[src/rtl/vga_sync_decoder.sv]
`default_nettype none
// +----------------------------------------------------------------------------+
// | Module      : vga_sync_decoder                                             |
// | Description : Receive-side VGA timing decoder. Samples hSync/vSync/RGB on  |
// |               each pixCe strobe. It recovers the active-area x/y, checks    |
// |               line and frame timing, and reports lock. Once locked it      |
// |               forwards each active pixel.                                  |
// | Ports       : clk, reset (async, active-high), pixCe, hSync, vSync,        |
// |               rgbIn[11:0] -> pixValid, x[9:0], y[8:0], rgbOut[11:0],       |
// |               frameStart, locked, lineErr, frameErr, frameCount[15:0]      |
// |               (+ frameCrc[15:0] when VGA_DECODER_CRC_EN is defined)        |
// | Options     : VGA_DECODER_CRC_EN adds a per-frame CRC-16-CCITT of the      |
// |               forwarded pixels.                                            |
// | Revision    : 1.0 - initial release                                        |
// +----------------------------------------------------------------------------+
module vga_sync_decoder #(
    parameter int WIDTH       = 640,
    parameter int HEIGHT      = 480,
    parameter int H_SYNC      = 96,
    parameter int H_BACK      = 48,
    parameter int H_FRONT     = 16,
    parameter int V_SYNC      = 2,
    parameter int V_BACK      = 33,
    parameter int V_FRONT     = 10,
    parameter int LOCK_FRAMES = 2
) (
    input  logic        clk,
    input  logic        reset,
    input  logic        pixCe,
    input  logic        hSync,
    input  logic        vSync,
    input  logic [11:0] rgbIn,
    output logic        pixValid,
    output logic [9:0]  x,
    output logic [8:0]  y,
    output logic [11:0] rgbOut,
    output logic        frameStart,
    output logic        locked,
    output logic        lineErr,
    output logic        frameErr,
    output logic [15:0] frameCount
`ifdef VGA_DECODER_CRC_EN
    ,
    output logic [15:0] frameCrc
`endif
);

    localparam logic [10:0] c_H_TOTAL = 11'(H_SYNC + H_BACK + WIDTH + H_FRONT);
    localparam logic [10:0] c_V_TOTAL = 11'(V_SYNC + V_BACK + HEIGHT + V_FRONT);
    localparam logic [9:0]  c_H_SYNC  = 10'(H_SYNC);
    localparam logic [9:0]  c_V_SYNC  = 10'(V_SYNC);
    localparam logic [9:0]  c_H_ACT0  = 10'(H_SYNC + H_BACK);
    localparam logic [9:0]  c_H_ACT1  = 10'(H_SYNC + H_BACK + WIDTH);
    localparam logic [9:0]  c_V_ACT0  = 10'(V_SYNC + V_BACK);
    localparam logic [9:0]  c_V_ACT1  = 10'(V_SYNC + V_BACK + HEIGHT);
    localparam logic [8:0]  c_Y_OFS   = 9'(V_SYNC + V_BACK);
    localparam logic [7:0]  c_LOCK    = 8'(LOCK_FRAMES);
    localparam logic [9:0]  c_SAT     = 10'h3FF;

    typedef enum logic [1:0] {
        S_HUNT   = 2'd0,
        S_VERIFY = 2'd1,
        S_LOCKED = 2'd2
    } state_t;

    state_t      r_state;
    logic [9:0]  r_hCnt;
    logic [9:0]  r_vCnt;
    logic        r_hsPrev;      // hSync at previous pixCe
    logic        r_vsAtLs;      // vSync at previous line start
    logic [9:0]  r_hLowCnt;
    logic [9:0]  r_hLowRun;     // length of the most recent completed hSync pulse
    logic [9:0]  r_vLowCnt;
    logic [9:0]  r_vLowRun;     // length (lines) of the most recent completed vSync pulse
    logic [7:0]  r_goodCnt;
    logic        r_chkArm;      // a full line has been seen since entering HUNT

    logic        w_lineStart;
    logic        w_vEdge;
    logic [9:0]  w_hNext;
    logic [9:0]  w_vNext;
    logic        w_lineBad;
    logic        w_frameBad;
    logic        w_errEn;
    logic        w_anyErr;
    logic        w_active;

    assign w_lineStart = ~hSync & r_hsPrev;
    // vSync edge is judged at line-start granularity, so a coincident
    // hSync/vSync fall processes the line start first and then clears vCnt.
    assign w_vEdge     = w_lineStart & ~vSync & r_vsAtLs;

    assign w_hNext = w_lineStart ? 10'd0 :
                     (r_hCnt == c_SAT) ? r_hCnt : r_hCnt + 10'd1;
    assign w_vNext = w_vEdge ? 10'd0 :
                     (w_lineStart && r_vCnt != c_SAT) ? r_vCnt + 10'd1 : r_vCnt;

    // The counters still hold the last index of the line/frame just ended.
    assign w_lineBad  = w_lineStart & r_chkArm &
                        ((({1'b0, r_hCnt} + 11'd1) != c_H_TOTAL) || (r_hLowRun != c_H_SYNC));
    assign w_frameBad = w_vEdge &
                        ((({1'b0, r_vCnt} + 11'd1) != c_V_TOTAL) || (r_vLowRun != c_V_SYNC));
    assign w_errEn    = (r_state != S_HUNT);
    assign w_anyErr   = w_errEn & (w_lineBad | w_frameBad);

    assign w_active = (w_hNext >= c_H_ACT0) && (w_hNext < c_H_ACT1) &&
                      (w_vNext >= c_V_ACT0) && (w_vNext < c_V_ACT1);

    always_ff @(posedge clk or posedge reset) begin
        if (reset) begin
            r_state    <= S_HUNT;
            r_hCnt     <= 10'd0;
            r_vCnt     <= 10'd0;
            r_hsPrev   <= 1'b1;
            r_vsAtLs   <= 1'b1;
            r_hLowCnt  <= 10'd0;
            r_hLowRun  <= 10'd0;
            r_vLowCnt  <= 10'd0;
            r_vLowRun  <= 10'd0;
            r_goodCnt  <= 8'd0;
            r_chkArm   <= 1'b0;
            pixValid   <= 1'b0;
            x          <= 10'd0;
            y          <= 9'd0;
            rgbOut     <= 12'd0;
            frameStart <= 1'b0;
            locked     <= 1'b0;
            lineErr    <= 1'b0;
            frameErr   <= 1'b0;
            frameCount <= 16'd0;
        end else begin
            pixValid   <= 1'b0;
            frameStart <= 1'b0;
            lineErr    <= 1'b0;
            frameErr   <= 1'b0;
            if (pixCe) begin
                r_hsPrev <= hSync;
                r_hCnt   <= w_hNext;
                r_vCnt   <= w_vNext;

                if (w_lineStart) begin
                    r_hLowCnt <= 10'd1;
                end else if (!hSync && r_hLowCnt != c_SAT) begin
                    r_hLowCnt <= r_hLowCnt + 10'd1;
                end
                if (hSync && !r_hsPrev) begin
                    r_hLowRun <= r_hLowCnt;
                end

                if (w_lineStart) begin
                    r_vsAtLs <= vSync;
                    r_chkArm <= 1'b1;
                    if (w_vEdge) begin
                        r_vLowCnt <= 10'd1;
                    end else if (!vSync && r_vLowCnt != c_SAT) begin
                        r_vLowCnt <= r_vLowCnt + 10'd1;
                    end
                    if (vSync && !r_vsAtLs) begin
                        r_vLowRun <= r_vLowCnt;
                    end
                end

                lineErr  <= w_errEn & w_lineBad;
                frameErr <= w_errEn & w_frameBad;

                case (r_state)
                    S_HUNT: begin
                        if (w_vEdge) begin
                            r_state   <= S_VERIFY;
                            r_goodCnt <= 8'd0;
                        end
                    end
                    S_VERIFY: begin
                        if (w_anyErr) begin
                            r_state  <= S_HUNT;
                            r_chkArm <= 1'b0;
                        end else if (w_vEdge) begin
                            r_goodCnt <= r_goodCnt + 8'd1;
                            if (r_goodCnt + 8'd1 == c_LOCK) begin
                                r_state <= S_LOCKED;
                                locked  <= 1'b1;
                            end
                        end
                    end
                    S_LOCKED: begin
                        if (w_anyErr) begin
                            r_state  <= S_HUNT;
                            r_chkArm <= 1'b0;
                            locked   <= 1'b0;
                        end else begin
                            if (w_vEdge) begin
                                frameCount <= frameCount + 16'd1;
                            end
                            if (w_active) begin
                                pixValid   <= 1'b1;
                                x          <= w_hNext - c_H_ACT0;
                                y          <= w_vNext[8:0] - c_Y_OFS;
                                rgbOut     <= rgbIn;
                                frameStart <= (w_hNext == c_H_ACT0) && (w_vNext == c_V_ACT0);
                            end
                        end
                    end
                    default: begin
                        r_state <= S_HUNT;
                        locked  <= 1'b0;
                    end
                endcase
            end
        end
    end

`ifdef VGA_DECODER_CRC_EN
    // Bit-serial CRC-16-CCITT, MSB first.
    function automatic logic [15:0] f_crc16(input logic [15:0] crc, input logic [15:0] data);
        logic [15:0] c;
        logic        fb;
        c = crc;
        for (int i = 15; i >= 0; i--) begin
            fb = c[15] ^ data[i];
            c  = {c[14:0], 1'b0};
            if (fb) begin
                c = c ^ 16'h1021;
            end
        end
        return c;
    endfunction

    logic [15:0] r_crcRun;

    // Frame end is the vSync-edge line start, always far from the last
    // forwarded pixel, so latch and accumulate never coincide.
    always_ff @(posedge clk or posedge reset) begin
        if (reset) begin
            r_crcRun <= 16'hFFFF;
            frameCrc <= 16'd0;
        end else if (pixCe && w_vEdge) begin
            frameCrc <= r_crcRun;
            r_crcRun <= 16'hFFFF;
        end else if (pixValid) begin
            r_crcRun <= f_crc16(r_crcRun, {rgbOut, 4'h0});
        end
    end
`endif

endmodule
`default_nettype wire

[config.mk]
export PLATFORM = sky130hd
export DESIGN_NAME = vga_sync_decoder
export DESIGN_NICKNAME = d
export VERILOG_FILES = /design/src/rtl/vga_sync_decoder.sv
export SDC_FILE = /design/constraint.sdc
export NUM_CORES = 1
export LEC_CHECK = 0
export CORE_UTILIZATION = 30
export DETAILED_ROUTE_END_ITERATION = 8
export GPL_TIMING_DRIVEN = 0
export PLACE_DENSITY = 0.45
export SYNTH_ARGS = -nofsm -noshare
export SYNTH_HDL_FRONTEND = slang
export SYNTH_SLANG_ARGS = --single-unit
[constraint.sdc]
create_clock -name clk -period 9.31 [get_ports clk]
set_clock_uncertainty 0.1 [all_clocks]
set_input_delay 1.862 -clock clk [delete_from_list [all_inputs] [get_ports clk]]
set_output_delay 1.862 -clock clk [all_outputs]
set_load 0.005 [all_outputs]
---- Yosys cells after proc, flatten, opt, wreduce, memory -nomap -nowiden ----
Index checks and enable logic that the tools add are counted.
storage, ports and cells
  register bits ........................... 125
  input port bits ......................... 17
  output and inout port bits .............. 52
  logic and storage cells ................. 135
cells by class
  $add $sub $neg .......................... 10
  order comparisons ....................... 4
  equality and inequality tests ........... 20
  muxes and demuxes ....................... 36
  bitwise gates (word level) .............. 14
  reduce and logical (&&, ||, !) cells .... 31
operators with widths
  cell                                                      number
  2-to-1 mux 10 bit                                         8
  adder 10 x 1 -> 10 bit (second input constant)            4
  inequality test 10 bit (second input constant)            3
  2-to-1 mux 8 bit                                          3
  adder 10 x 1 -> 11 bit (second input constant)            2
  inequality test 11 x 10 -> 1 bit (second input constant)  2
  less-than comparator 10 bit (second input constant)       2
  2-to-1 mux 1 bit                                          17
  adder 16 x 1 -> 16 bit (second input constant)            1
  case mux 8 bit (2 select lines)                           1
  == test 10 bit (second input constant)                    1
  == test 10 x 6 -> 1 bit (second input constant)           1
  == test 10 x 8 -> 1 bit (second input constant)           1
  >= comparator 10 x 6 -> 1 bit (second input constant)     1
  >= comparator 10 x 8 -> 1 bit (second input constant)     1
  2-to-1 mux 2 bit                                          5
  inequality test 10 x 2 -> 1 bit (second input constant)   1
  inequality test 10 x 7 -> 1 bit (second input constant)   1
  inequality test 2 bit (second input constant)             5
  AND reduction 5 bit                                       2
  subtractor 10 x 8 -> 10 bit (second input constant)       1
  AND 1 bit                                                 9
  logical AND 1 bit                                         9
  subtractor 9 x 6 -> 9 bit (second input constant)         1
  other kinds (18)                                          33

---- Longest topological paths before layout ----
  depth after elaboration ................. 12
  depth in mapped cells ................... 15
  mapped depth without buffers ............ 12

---- Least setup slack after synthesis ----
No wires, ideal clock.
  kind .................................... input -> register
  from .................................... input port hSync
  to ...................................... register rgbOut[10]
  setup time .............................. 0.125 ns
  arrival time ............................ 4.295 ns
  required time ........................... 9.085 ns
  setup slack ............................. 4.790 ns
  cell stages on the path ................. 12
  path buffers ............................ 3
  cell sequence ........................... and2b_1 -> buf_2 -> o31ai_1 -> xnor2_1 -> nor2_1 -> ha_1 -> nor3_1 -> and4_1 -> o2111a_1 -> buf_6 -> buf_12 -> mux2_4
between the ends
  cells in the longest elaborated chain, start to end .. 9
ends and longest elaborated chain
  element                                         RTL line  source
  start: declaration                              30        input logic hSync,
  inverter 1 bit *                                88        assign w_lineStart = ~hSync & r_hsPrev;
  AND 1 bit *                                     88
  AND 1 bit or logical AND 1 bit (tied branches)  91, 96
  AND 1 bit or 2-to-1 mux 10 bit (tied branches)  91, 96
  2-to-1 mux 10 bit *                             95        assign w_vNext = w_vEdge ? 10'd0 :
  net w_vNext[0]                                  81        logic [9:0] w_vNext;
  >= comparator 10 x 6 -> 1 bit                   107       (w_vNext >= c_V_ACT0) && (w_vNext < c_V_ACT1);
  logical AND 1 bit                               106       assign w_active = (w_hNext >= c_H_ACT0) && (w_hNext < c_H_ACT1) &&
  logical AND 1 bit *                             107
  AND reduction 4 bit (no source line) *          -
  end signal: assignment                          198       rgbOut <= rgbIn;
  end: declaration                                36        output logic [11:0] rgbOut,
The timed path passes the listed nets; every way through them passes the cells marked *.
A chain may end at the register's enable or synchronous reset.

---- Worst setup path in the final report ----
  from .................................... input port hSync
  to ...................................... register rgbOut[7]
RTL lines
  element                                                                       RTL line  source
  inverter 1 bit *                                                              88
  AND 1 bit *                                                                   88
  2-to-1 mux 10 bit *                                                           93        assign w_hNext = w_lineStart ? 10'd0 :
  net w_hNext[4]                                                                80        logic [9:0] w_hNext;
  >= comparator 10 x 8 -> 1 bit or less-than comparator 10 bit (tied branches)  106
  logical AND 1 bit * (2 in series)                                             106
  logical AND 1 bit *                                                           107
  AND reduction 4 bit (no source line) *                                        -
Marks and branches as above.

==> results.json <==
{
  "status": "completed",
  "synth_top_area_frac": 0.434,
  "hold_end": "frameCount[15]",
  "first_iter_violations": 333,
  "power_density_nw_per_um2": 184,
  "start_util": 0.309,
  "vias": 5279,
  "overflow": 0,
  "rsz0062_at_grt": "no",
  "min_path_type": "register to register",
  "clk_pin_slew_worst_paths_ps": 60,
  "grt_pass1_vias": 5398,
  "synth_fp_nets": 686,
  "fillers": 2256,
  "synth-async-reset-ratio": 1.00,
  "p_sw_frac": 0.301,
  "synth_edf_count": 0,
  "die_x_um": 156,
  "synth_area_leaders": "dfrtp_1, mux2_2, mux2_4",
  "postCtsSetupRepairBufs": 0,
  "start_kind": "primary input",
  "cp_data_arrival_time_ps": 6000,
  "postSynthCellCount": 655,
  "cts.sinks": 125,
  "antennaDiodeCount": 0,
  "yosys_warnings": 0,
  "period_share": 0.624,
  "die_y_um": 156,
  "synth_compound_area_frac": 0.123,
  "synth.largest_area_cell": "dfrtp_1",
  "ios": 69,
  "rows": 55,
  "core_um2": 22900,
  "grt_pass1_wl_um": 28600,
  "gp_congestion": 0.808,
  "slew_headroom": 0.296,
  "synth-xor-area-share": 0.0556,
  "reg2reg_depth": 15,
  "worstSetupPathType": "primary input to register",
  "drtPass1Iterations": 4,
  "port_buffers": 68,
  "synth_ff_type": "dfrtp_1",
  "layout.cells.non_filler": 1068,
  "cts_resized": 0,
  "wirelength_um": 17200,
  "drcViolationCount": 0,
  "synth_top_cells_by_count": "dfrtp_1, nor2_1, mux2_2, nand2_1, xnor2_1",
  "synth.avg_cell_area_um2": 10.8,
  "post-place-cells": 1037,
  "synth_top_family_by_area": "simple AND/OR/NAND/NOR gates",
  "yosys.area_share.adder": 0.0247,
  "crit_path_end_kind": "register",
  "tightest_slew_ps": 1050,
  "ant_nets": 0,
  "p_leak_nw": 3.87,
  "vias_per_cell": 4.94,
  "tns_ps": 0,
  "busiest_layer": "met2",
  "wl_per_cell_um": 16.1,
  "synthToLayoutAreaGrowth_pct": 23.5,
  "grt_max_degree": 65,
  "seqPwrFrac": 0.401,
  "cts_hold_buf": 0,
  "internal-power_w": 0.00113,
  "ys_ff_latch": 125,
  "grtUsageMet3": 0.0261,
  "max-vdd-ir-drop_mv": 0.0916,
  "syn_area_um2": 7090,
  "cp.required_ps": 9500,
  "slew_violations": 0,
  "rrSetupSlack_ps": 5010,
  "clkLatencyLatePin_ps": 410,
  "clockRootBuffer": "clkbuf_16",
  "setup_slack_ps": 3500,
  "p_switching_w": 0.000486,
  "worstPathMaxFanout": 10,
  "clkPwrFrac": 0.393,
  "r2r-start": "r_hCnt[0]",
  "holdPathStages": 1,
  "max_freq_mhz": 172,
  "use_met1": 0.201,
  "synth-simple-area-share": 0.183,
  "combPwrFrac": 0.207,
  "synth_mux_area_frac": 0.128,
  "cts_max_path_buffers": 2,
  "use_met2": 0.241,
  "yosysMostFrequentCell": "dfrtp_1",
  "startpoint": "hSync",
  "cap_violations": 0,
  "synth.distinct_cells": 78,
  "worstReg2RegEnd": "rgbOut[7]",
  "yosysSeqAreaShare": 0.442,
  "antenna_found_initial": 0,
  "cts_max_level": 4,
  "drive_gt1_frac": 0.183,
  "dp_hpwl_um": 12100,
  "hold_start": "frameCount[15]",
  "dp_slack_ps": 3000,
  "finalHoldViolCount": 0,
  "setup_viol": 0,
  "die_area_um2": 24300,
  "cts_tree": "yes",
  "layout_min_cycle_time_ps": 5810,
  "cts_buffers": 17,
  "fin_nets": 774,
  "gr-usage-all-layers": 0.150
}
==> metal layers <==
metal / vias up / wire length [um] / share of wire
met5: - / 0 / 0
met4: 0 / 320 / 0.019
met3: 17 / 573 / 0.033
met2: 112 / 7960 / 0.46
met1: 2582 / 8350 / 0.49
li1: 2568 / - / -
==> final cells by class <==
class,instances,area (um^2),area share
Inverter,20,80.1,0.00915
Clock inverter,10,91.3,0.0104
Clock buffer,21,470,0.0537
Multi-Input combinational cell,474,3650,0.417
Sequential cell,125,3130,0.358
Buffer,36,231,0.0264
Timing Repair Buffer,69,708,0.0809
Tap cell,313,392,0.0447
==> critical path: stages <==
cell and delay [ps]:
clkdlybuf4s50_1 710, nand2b_1 150, buf_2 230, buf_1 590, o21ai_1 400, inv_1 140
ha_1 150, nand2_1 60, nor4b_1 300, nand3_1 200, a311oi_1 310, o2111a_1 270
buf_6 160, buf_12 150, mux2_4 300
==> cells in the final DEF, fill, tap and decap left out, types with 4 or more instances in the layout <==
cell,count
inv_1,18
clkinvlp_4,5
or3_1,11
buf_2,12
a31oi_1,6
nor4b_1,5
and4_1,8
xnor2_1,30
clkbuf_1,13
a21boi_0,5
and2_1,8
clkbuf_16,17
o21a_1,4
a21o_1,7
nor2b_1,8
nand3b_1,4
a211oi_1,4
a21oi_1,16
o211a_1,10
dfrtp_1,123
mux2_2,38
nand2b_1,4
and3_1,11
mux2i_1,9
a211o_1,4
clkdlybuf4s50_1,68
nor3_1,11
mux2_4,26
a41oi_1,4
ha_1,14
nand2_1,38
nor2_1,45
nand4_1,21
xor2_1,15
o21ai_0,27
nand3_1,28
==> stage by stage <==
stage	cell area, um^2	total power (W)	hold slack (ps)	util
2_1_floorplan	7090	0.000885	351	-
3_3_place_gp	8160	0.000982	364	0.356
3_5_place_dp	8190	0.000991	375	0.358
4_1_cts	8760	0.00164	386	0.382
5_1_grt	8760	0.00170	413	0.382
6_report	8760	0.00161	380	0.382
==> worst max-delay path by stage <==
stage / endpoint / slack, ps / cells past startpoint
floorplan: frameCount[0] / 4020 / 1
detailed placement: x[1] / 3000 / 15
CTS: rgbOut[4] / 3450 / 15
finish: rgbOut[7] / 3500 / 15
global placement: rgbOut[8] / 1940 / 2
global route: x[4] / 3320 / 15
==> cells by family (layout without fill, tap and decap cells) <==
family / Yosys count / count (layout)
flops: 125 / 125
xor+xnor: 45 / 45
simple gates: 226 / 226
buf+inv: 56 / 156
fa+ha+maj: 14 / 14
mux: 73 / 73
compound gates: 116 / 116
==> power by group through the flow <==
stage	combinational, W	sequential, W	clock [W]
after floorplan	0.000243	0.000642	0
final	0.000333	0.000646	0.000633
after global routing	0.000372	0.000656	0.000677
after detailed placement	0.000335	0.000656	0
after global placement	0.000328	0.000654	0
after CTS	0.000339	0.000646	0.000654
==> sequential cells by signal (all words and copies together) (netlist names), 2 cells and up <==
| name | cells |
|---|---|
| r_vCnt | 10 |
| r_vLowCnt | 10 |
| r_hCnt | 10 |
| r_hLowCnt | 10 |
| rgbOut | 12 |
| frameCount | 16 |
| r_goodCnt | 8 |
| r_state | 2 |
| x | 10 |
| r_hLowRun | 10 |
| y | 9 |
| r_vLowRun | 10 |
Power figures use the tool's default switching activity.
